==> config.mk <==
export PLATFORM = sky130hd
export DESIGN_NAME = issue_ctrl_flat
export DESIGN_NICKNAME = d
export VERILOG_FILES = /design/src/rtl/issue_ctrl_if.sv /design/src/rtl/issue_ctrl.sv /design/src/flat_wrapper.sv
export SDC_FILE = /design/constraint.sdc
export NUM_CORES = 1
export LEC_CHECK = 0
export ABC_AREA = 1
export BUFFER_PORTS_ARGS = -buffer_cell sky130_fd_sc_hd__buf_4
export CORE_AREA = 5 5 103 124
export CTS_CLUSTER_SIZE = 40
export DETAILED_ROUTE_END_ITERATION = 8
export DIE_AREA = 0 0 108 129
export GPL_TIMING_DRIVEN = 0
export PLACE_DENSITY = 0.91
export RECOVER_POWER = 25
export REMOVE_ABC_BUFFERS = 1
export SLEW_MARGIN = 20
export SYNTH_ARGS = -nofsm -noshare
export SYNTH_HDL_FRONTEND = slang
export SYNTH_SLANG_ARGS = --single-unit
==> constraint.sdc <==
create_clock -name clk -period 2.4 [get_ports clk]
set_input_delay 0.24 -clock clk [delete_from_list [all_inputs] [get_ports clk]]
set_output_delay 0.24 -clock clk [all_outputs]
set_load 0.01 [all_outputs]
==> src/rtl/issue_ctrl_if.sv <==
// Instruction-buffer / issue-controller handshake bundle.
// The master side is the buffer and the branch/back-pressure sources; issue_ctrl is the slave.
interface issue_ctrl_if;
   logic        flush;
   logic        stall;
   logic        valid1;
   logic [31:0] inst1;
   logic        valid2;
   logic [31:0] inst2;
   logic        launch1;
   logic        launch2;
   logic [31:0] sb_busy;

   modport master (
      output flush, stall, valid1, inst1, valid2, inst2,
      input  launch1, launch2, sb_busy
   );

   modport slave (
      input  flush, stall, valid1, inst1, valid2, inst2,
      output launch1, launch2, sb_busy
   );
endinterface

==> src/rtl/issue_ctrl.sv <==
// Dual-issue scheduler with a load-use scoreboard of per-register down-counters.
// Optional ISSUE_STAT_EN adds dual/single/hazard cycle counters as outputs.
module issue_ctrl #(
   parameter int LOAD_LAT = 2,
   parameter int DUAL_EN  = 1
) (
   input  logic         clk,
   input  logic         rst,
   issue_ctrl_if.slave  bus
`ifdef ISSUE_STAT_EN
   ,
   output logic [31:0]  stat_dual,
   output logic [31:0]  stat_single,
   output logic [31:0]  stat_hazard
`endif
);

   localparam logic [6:0] OP_LUI    = 7'b0110111;
   localparam logic [6:0] OP_AUIPC  = 7'b0010111;
   localparam logic [6:0] OP_JAL    = 7'b1101111;
   localparam logic [6:0] OP_JALR   = 7'b1100111;
   localparam logic [6:0] OP_OP     = 7'b0110011;
   localparam logic [6:0] OP_STORE  = 7'b0100011;
   localparam logic [6:0] OP_BRANCH = 7'b1100011;
   localparam logic [6:0] OP_LOAD   = 7'b0000011;
   localparam logic [6:0] OP_SYS    = 7'b1110011;
   localparam logic [1:0] LAT       = 2'(LOAD_LAT);

   logic [6:0]  w_op1, w_op2;
   logic [4:0]  w_rd1, w_rs1_1, w_rs2_1, w_rd2, w_rs1_2, w_rs2_2;
   logic        w_use1_1, w_use2_1, w_wr1, w_mem1, w_ctrl1, w_sys1;
   logic        w_use1_2, w_use2_2, w_wr2, w_mem2, w_sys2;
   logic        w_haz1, w_haz2, w_raw, w_waw;
   logic        w_launch1, w_launch2, w_ld1, w_ld2;
   logic [31:0] w_busy;
   logic [1:0]  r_cnt [31:1];
   logic        w_unused;

   assign w_op1   = bus.inst1[6:0];
   assign w_rd1   = bus.inst1[11:7];
   assign w_rs1_1 = bus.inst1[19:15];
   assign w_rs2_1 = bus.inst1[24:20];
   assign w_op2   = bus.inst2[6:0];
   assign w_rd2   = bus.inst2[11:7];
   assign w_rs1_2 = bus.inst2[19:15];
   assign w_rs2_2 = bus.inst2[24:20];
   assign w_unused = &{1'b0, bus.inst1[31:25], bus.inst1[14:12],
                       bus.inst2[31:25], bus.inst2[14:12]};

   assign w_use1_1 = !(w_op1 == OP_LUI || w_op1 == OP_AUIPC || w_op1 == OP_JAL);
   assign w_use2_1 = (w_op1 == OP_OP || w_op1 == OP_STORE || w_op1 == OP_BRANCH);
   assign w_wr1    = !(w_op1 == OP_STORE || w_op1 == OP_BRANCH) && (w_rd1 != 5'd0);
   assign w_mem1   = (w_op1 == OP_LOAD || w_op1 == OP_STORE);
   assign w_ctrl1  = (w_op1 == OP_BRANCH || w_op1 == OP_JAL || w_op1 == OP_JALR);
   assign w_sys1   = (w_op1 == OP_SYS);

   assign w_use1_2 = !(w_op2 == OP_LUI || w_op2 == OP_AUIPC || w_op2 == OP_JAL);
   assign w_use2_2 = (w_op2 == OP_OP || w_op2 == OP_STORE || w_op2 == OP_BRANCH);
   assign w_wr2    = !(w_op2 == OP_STORE || w_op2 == OP_BRANCH) && (w_rd2 != 5'd0);
   assign w_mem2   = (w_op2 == OP_LOAD || w_op2 == OP_STORE);
   assign w_sys2   = (w_op2 == OP_SYS);

   assign w_busy[0] = 1'b0;
   for (genvar g = 1; g < 32; g++) begin : g_busy
      assign w_busy[g] = (r_cnt[g] != 2'd0);
   end

   assign w_haz1 = (w_use1_1 && w_busy[w_rs1_1]) || (w_use2_1 && w_busy[w_rs2_1]);
   assign w_haz2 = (w_use1_2 && w_busy[w_rs1_2]) || (w_use2_2 && w_busy[w_rs2_2]);
   assign w_raw  = w_wr1 && ((w_use1_2 && w_rs1_2 == w_rd1) || (w_use2_2 && w_rs2_2 == w_rd1));
   assign w_waw  = w_wr1 && w_wr2 && (w_rd1 == w_rd2);

   assign w_launch1 = !rst && !bus.flush && !bus.stall && bus.valid1 && !w_haz1;
   // A control-flow op in slot 1 ends the pair; only one LSU so no MEM+MEM pairs.
   assign w_launch2 = (DUAL_EN != 0) && w_launch1 && bus.valid2 && !w_haz2 && !w_raw
                      && !w_waw && !(w_mem1 && w_mem2) && !w_ctrl1 && !w_sys1 && !w_sys2;

   assign w_ld1 = w_launch1 && (w_op1 == OP_LOAD);
   assign w_ld2 = w_launch2 && (w_op2 == OP_LOAD);

   assign bus.launch1 = w_launch1;
   assign bus.launch2 = w_launch2;
   assign bus.sb_busy = w_busy;

   // x0 has no counter, so loads to x0 can never mark the scoreboard.
   for (genvar g = 1; g < 32; g++) begin : g_cnt
      always_ff @(posedge clk) begin
         if (rst)
            r_cnt[g] <= 2'd0;
         else if ((w_ld1 && w_rd1 == 5'(g)) || (w_ld2 && w_rd2 == 5'(g)))
            r_cnt[g] <= LAT;
         else if (r_cnt[g] != 2'd0)
            r_cnt[g] <= r_cnt[g] - 2'd1;
      end
   end

`ifdef ISSUE_STAT_EN
   always_ff @(posedge clk) begin
      if (rst) begin
         stat_dual   <= 32'd0;
         stat_single <= 32'd0;
         stat_hazard <= 32'd0;
      end else begin
         if (w_launch2)
            stat_dual <= stat_dual + 32'd1;
         if (w_launch1 && !w_launch2)
            stat_single <= stat_single + 32'd1;
         if (bus.valid1 && !bus.stall && !bus.flush && !w_launch1)
            stat_hazard <= stat_hazard + 32'd1;
      end
   end
`endif

endmodule

==> src/flat_wrapper.sv <==
// flat-port wrapper written by rule: the top's interface ports become plain ports
module issue_ctrl_flat 
#(
   parameter int LOAD_LAT = 2,
   parameter int DUAL_EN  = 1
)
  (clk, rst, bus_flush, bus_stall, bus_valid1, bus_inst1, bus_valid2, bus_inst2, bus_launch1, bus_launch2, bus_sb_busy);
  issue_ctrl_if bus_i ();
  input  logic clk;
  input  logic rst;
  input wire logic [$bits(bus_i.flush)-1:0] bus_flush;
  input wire logic [$bits(bus_i.stall)-1:0] bus_stall;
  input wire logic [$bits(bus_i.valid1)-1:0] bus_valid1;
  input wire logic [$bits(bus_i.inst1)-1:0] bus_inst1;
  input wire logic [$bits(bus_i.valid2)-1:0] bus_valid2;
  input wire logic [$bits(bus_i.inst2)-1:0] bus_inst2;
  output wire logic [$bits(bus_i.launch1)-1:0] bus_launch1;
  output wire logic [$bits(bus_i.launch2)-1:0] bus_launch2;
  output wire logic [$bits(bus_i.sb_busy)-1:0] bus_sb_busy;
  assign bus_i.flush = bus_flush;
  assign bus_i.stall = bus_stall;
  assign bus_i.valid1 = bus_valid1;
  assign bus_i.inst1 = bus_inst1;
  assign bus_i.valid2 = bus_valid2;
  assign bus_i.inst2 = bus_inst2;
  assign bus_launch1 = bus_i.launch1;
  assign bus_launch2 = bus_i.launch2;
  assign bus_sb_busy = bus_i.sb_busy;
  issue_ctrl #(.LOAD_LAT(LOAD_LAT), .DUAL_EN(DUAL_EN)) u_core (.clk(clk), .rst(rst), .bus(bus_i));
endmodule
==> out/metrics.cfg <==
[power_and_ir_drop]
vdd.ir_drop.worst_v = 0.000779
p_leak_uw = 0.00417
p_per_area_mw_per_mm2 = 1100

[clock_network]
h-tree-depth = 3
numCtsBuffers = 9
cts_tree = yes
hold_buffers = 0
insertion_delay_ns = 0.34
cts_root_buf = clkbuf_16
path_clk_slew_ns = 0.06
cts.sinks = 62
cts_buffer_depth = 2

[global_route]
grt_pass1_vias = 6940
antenna_found_initial = 0
grt_pass1_wl_um = 33700
grt_usage_pct = 30.8
overflow = 0
grt_max_degree = 67

[yosys]
yosys_warnings = 0
syn_avg_cell_area_um2 = 6.54
yosysUniqueCellTypes = 29
syn_inst = 1009
yosysSeqAreaShare_pct = 28.2
ys_ff_latch = 62
syn_area_mm2 = 0.00660

[final_layout]
reg_top3 = u_core.r_cnt: 62 flops
instances_no_fill = 1283
diodes = 0
drive_gt1_share_pct = 35.2
area_growth_pct = 34.0
nNetsFinal = 1222
fillers = 707
largest-register = u_core.r_cnt
largest_register_ffs = 62

[detailed_routing]
drt-total-wl_um = 24900
drt.antenna.violating_nets = 0
viasPerCell = 6.37
num_vias = 8173
first_iter_violations = 1514
wl_per_cell_um = 19.4
drt_first_pass_iters = 9
drc = 1

[worst_setup_path]
end_kind = flop
critPathMaxFanout = 8
path_class = reg2reg
crit_required_ns = 2.44
startpoint_type = flop
worstPathArrival_ns = 2.69
r2r_slack_ns = -0.24

[placement]
dp_hpwl_um = 14000
place_inst = 1203
portBuffers = 82
gp_congestion = 0.973

[timing]
slew_viol_final = 0
max_clock_freq_mhz = 379
tns_ns = -11.86
setup_viol = 117
final-hold-violation-count = 0
grt_setup_unrepaired = true
post-route-period-util_pct = 110
slew_headroom_pct = 38.3
fin_crit_ns = 2.64
worst_pin_slew_ns = 0.917
worst_slack_ns = -0.242
skew_ns = 0.00578

[run]
maxCapViolations = 0

[floorplan]
initial_core_util_pct = 57.9
die_area_mm2 = 0.0139
row_count = 43
ios = 104
die_h_um = 129
die_x_um = 108
core_area_mm2 = 0.0114

[run_status]
failed_checks = design-rule violations, negative setup slack
outcome = complete, but fails checks

[hold_path]
hp-class = in2reg

==> cell usage in the layout (no fill, tap or decap), types with 2 or more instances in the layout <==
| master | n |
|---|---|
| edfxtp_1 | 62 |
| clkbuf_16 | 9 |
| xnor2_1 | 6 |
| buf_12 | 7 |
| a21oi_1 | 4 |
| o21ai_0 | 5 |
| clkinv_1 | 2 |
| nand3_4 | 12 |
| buf_8 | 2 |
| inv_4 | 19 |
| inv_1 | 88 |
| clkbuf_1 | 3 |
| nand2_1 | 229 |
| clkinvlp_4 | 4 |
| nand3_2 | 48 |
| inv_2 | 61 |
| buf_4 | 124 |
| buf_6 | 14 |
| nor2_1 | 90 |
| nand4_1 | 62 |
| nor2_4 | 5 |
| o21ai_1 | 2 |
| or2_2 | 31 |
| o211ai_1 | 10 |
| ha_4 | 31 |
| nand3_1 | 144 |
| nand2_2 | 16 |
| nor3_1 | 14 |
| nor2_2 | 2 |
| inv_6 | 7 |
| xor2_1 | 4 |
==> worst max-delay path, cell delays in order (launching register included) <==
cell and delay, ns:
edfxtp_1 0.41, inv_2 0.11, ha_4 0.17, inv_2 0.07, nand2_1 0.07, nand3_1 0.06, nand2_1 0.09, nand2_1 0.10
nand3_2 0.11, nand3_2 0.10, nand3_4 0.10, nand2_4 0.08, nor2_4 0.19, buf_12 0.17, nand4_1 0.25, nand4_1 0.26
==> cell usage after synthesis <==
library cell	n	area share, %
o21ai_0	5	0.38
nand4_1	62	5.9
or2_2	31	2.9
nor2_4	2	0.34
o31ai_1	1	0.11
xor2_1	4	0.53
o21ai_1	2	0.15
nand2_1	246	14
o211ai_1	10	1.1
a21oi_1	4	0.30
nor2_1	93	5.3
nand3b_1	1	0.11
buf_4	9	1.0
inv_1	171	9.7
nor4_1	1	0.095
nor3_1	15	1.1
nand3_2	30	4.6
clkbuf_1	12	0.68
clkinv_1	2	0.11
buf_2	20	1.5
edfxtp_1	62	28
inv_2	3	0.17
inv_4	2	0.19
o21bai_1	1	0.11
nand3_1	174	13
ha_1	31	5.9
buf_6	8	1.4
conb_1	1	0.057
xnor2_1	6	0.80
==> cell type report <==
type	instances	area, µm²	area share (%)
multi-input cells	722	4480	50.6
flip-flops and latches	62	1860	21.1
repair buffers	148	1290	14.6
inverters	178	758	8.58
clock buffers	12	236	2.68
well taps	157	196	2.22
clock inverters	4	23.8	0.269
==> power by group <==
part | switching [µW] | internal (µW)
registers | 190 | 1850
clock network | 521 | 695
logic | 3590 | 2920
==> layer usage <==
layer / track usage, % / wire length, µm
met1: 36.0 / 7950
met2: 49.7 / 10900
met3: 7.93 / 3650
met4: 20.4 / 2440
met5: 0 / 0
==> repair_timing <==
| item | 4_1_cts | 5_1_grt |
|---|---|---|
| resized for setup | 93 | 164 |
| pin swaps | 32 | 95 |
| gates cloned | 3 | 0 |
| setup endpoints to repair | 126 | 126 |
| buffers inserted | 26 | 36 |
==> through the flow <==
stage	util (%)	hold WS, ns	cell area (µm²)	setup slack (ns)	power, µW
global route	77.5	0.450	8840	-0.276	10300
finish	77.5	0.440	8840	-0.242	9760
floorplan	-	0.588	6300	-0.790	4770
detailed placement	63.0	0.604	7190	-0.989	6220
global placement	62.3	0.603	7110	-2.01	6070
CTS	70.3	0.407	8020	0.000735	8110
==> worst paths after layout <==
| path | start | to | cells past startpoint |
|---|---|---|---|
| worst max-delay path | u_core.r_cnt[3][4] | u_core.r_cnt[0][3] | 15 |
| worst min-delay path | rst | u_core.r_cnt[1][9] | 4 |
| worst max register to register | u_core.r_cnt[3][4] | u_core.r_cnt[0][3] | 15 |
| worst min register to register | u_core.r_cnt[0][6] | u_core.r_cnt[0][6] | 3 |
==> kinds of logic after synthesis <==
family / share of synthesized area [%]
adder cells (fa/ha/maj): 5.88
AO/OA/AOI/OAI: 2.20
other: 0.0568
AND/OR/NAND/NOR: 47.5
flip-flops: 28.2
buffers and inverters: 14.8
XOR/XNOR: 1.33
(Power assumes the default switching activity.)
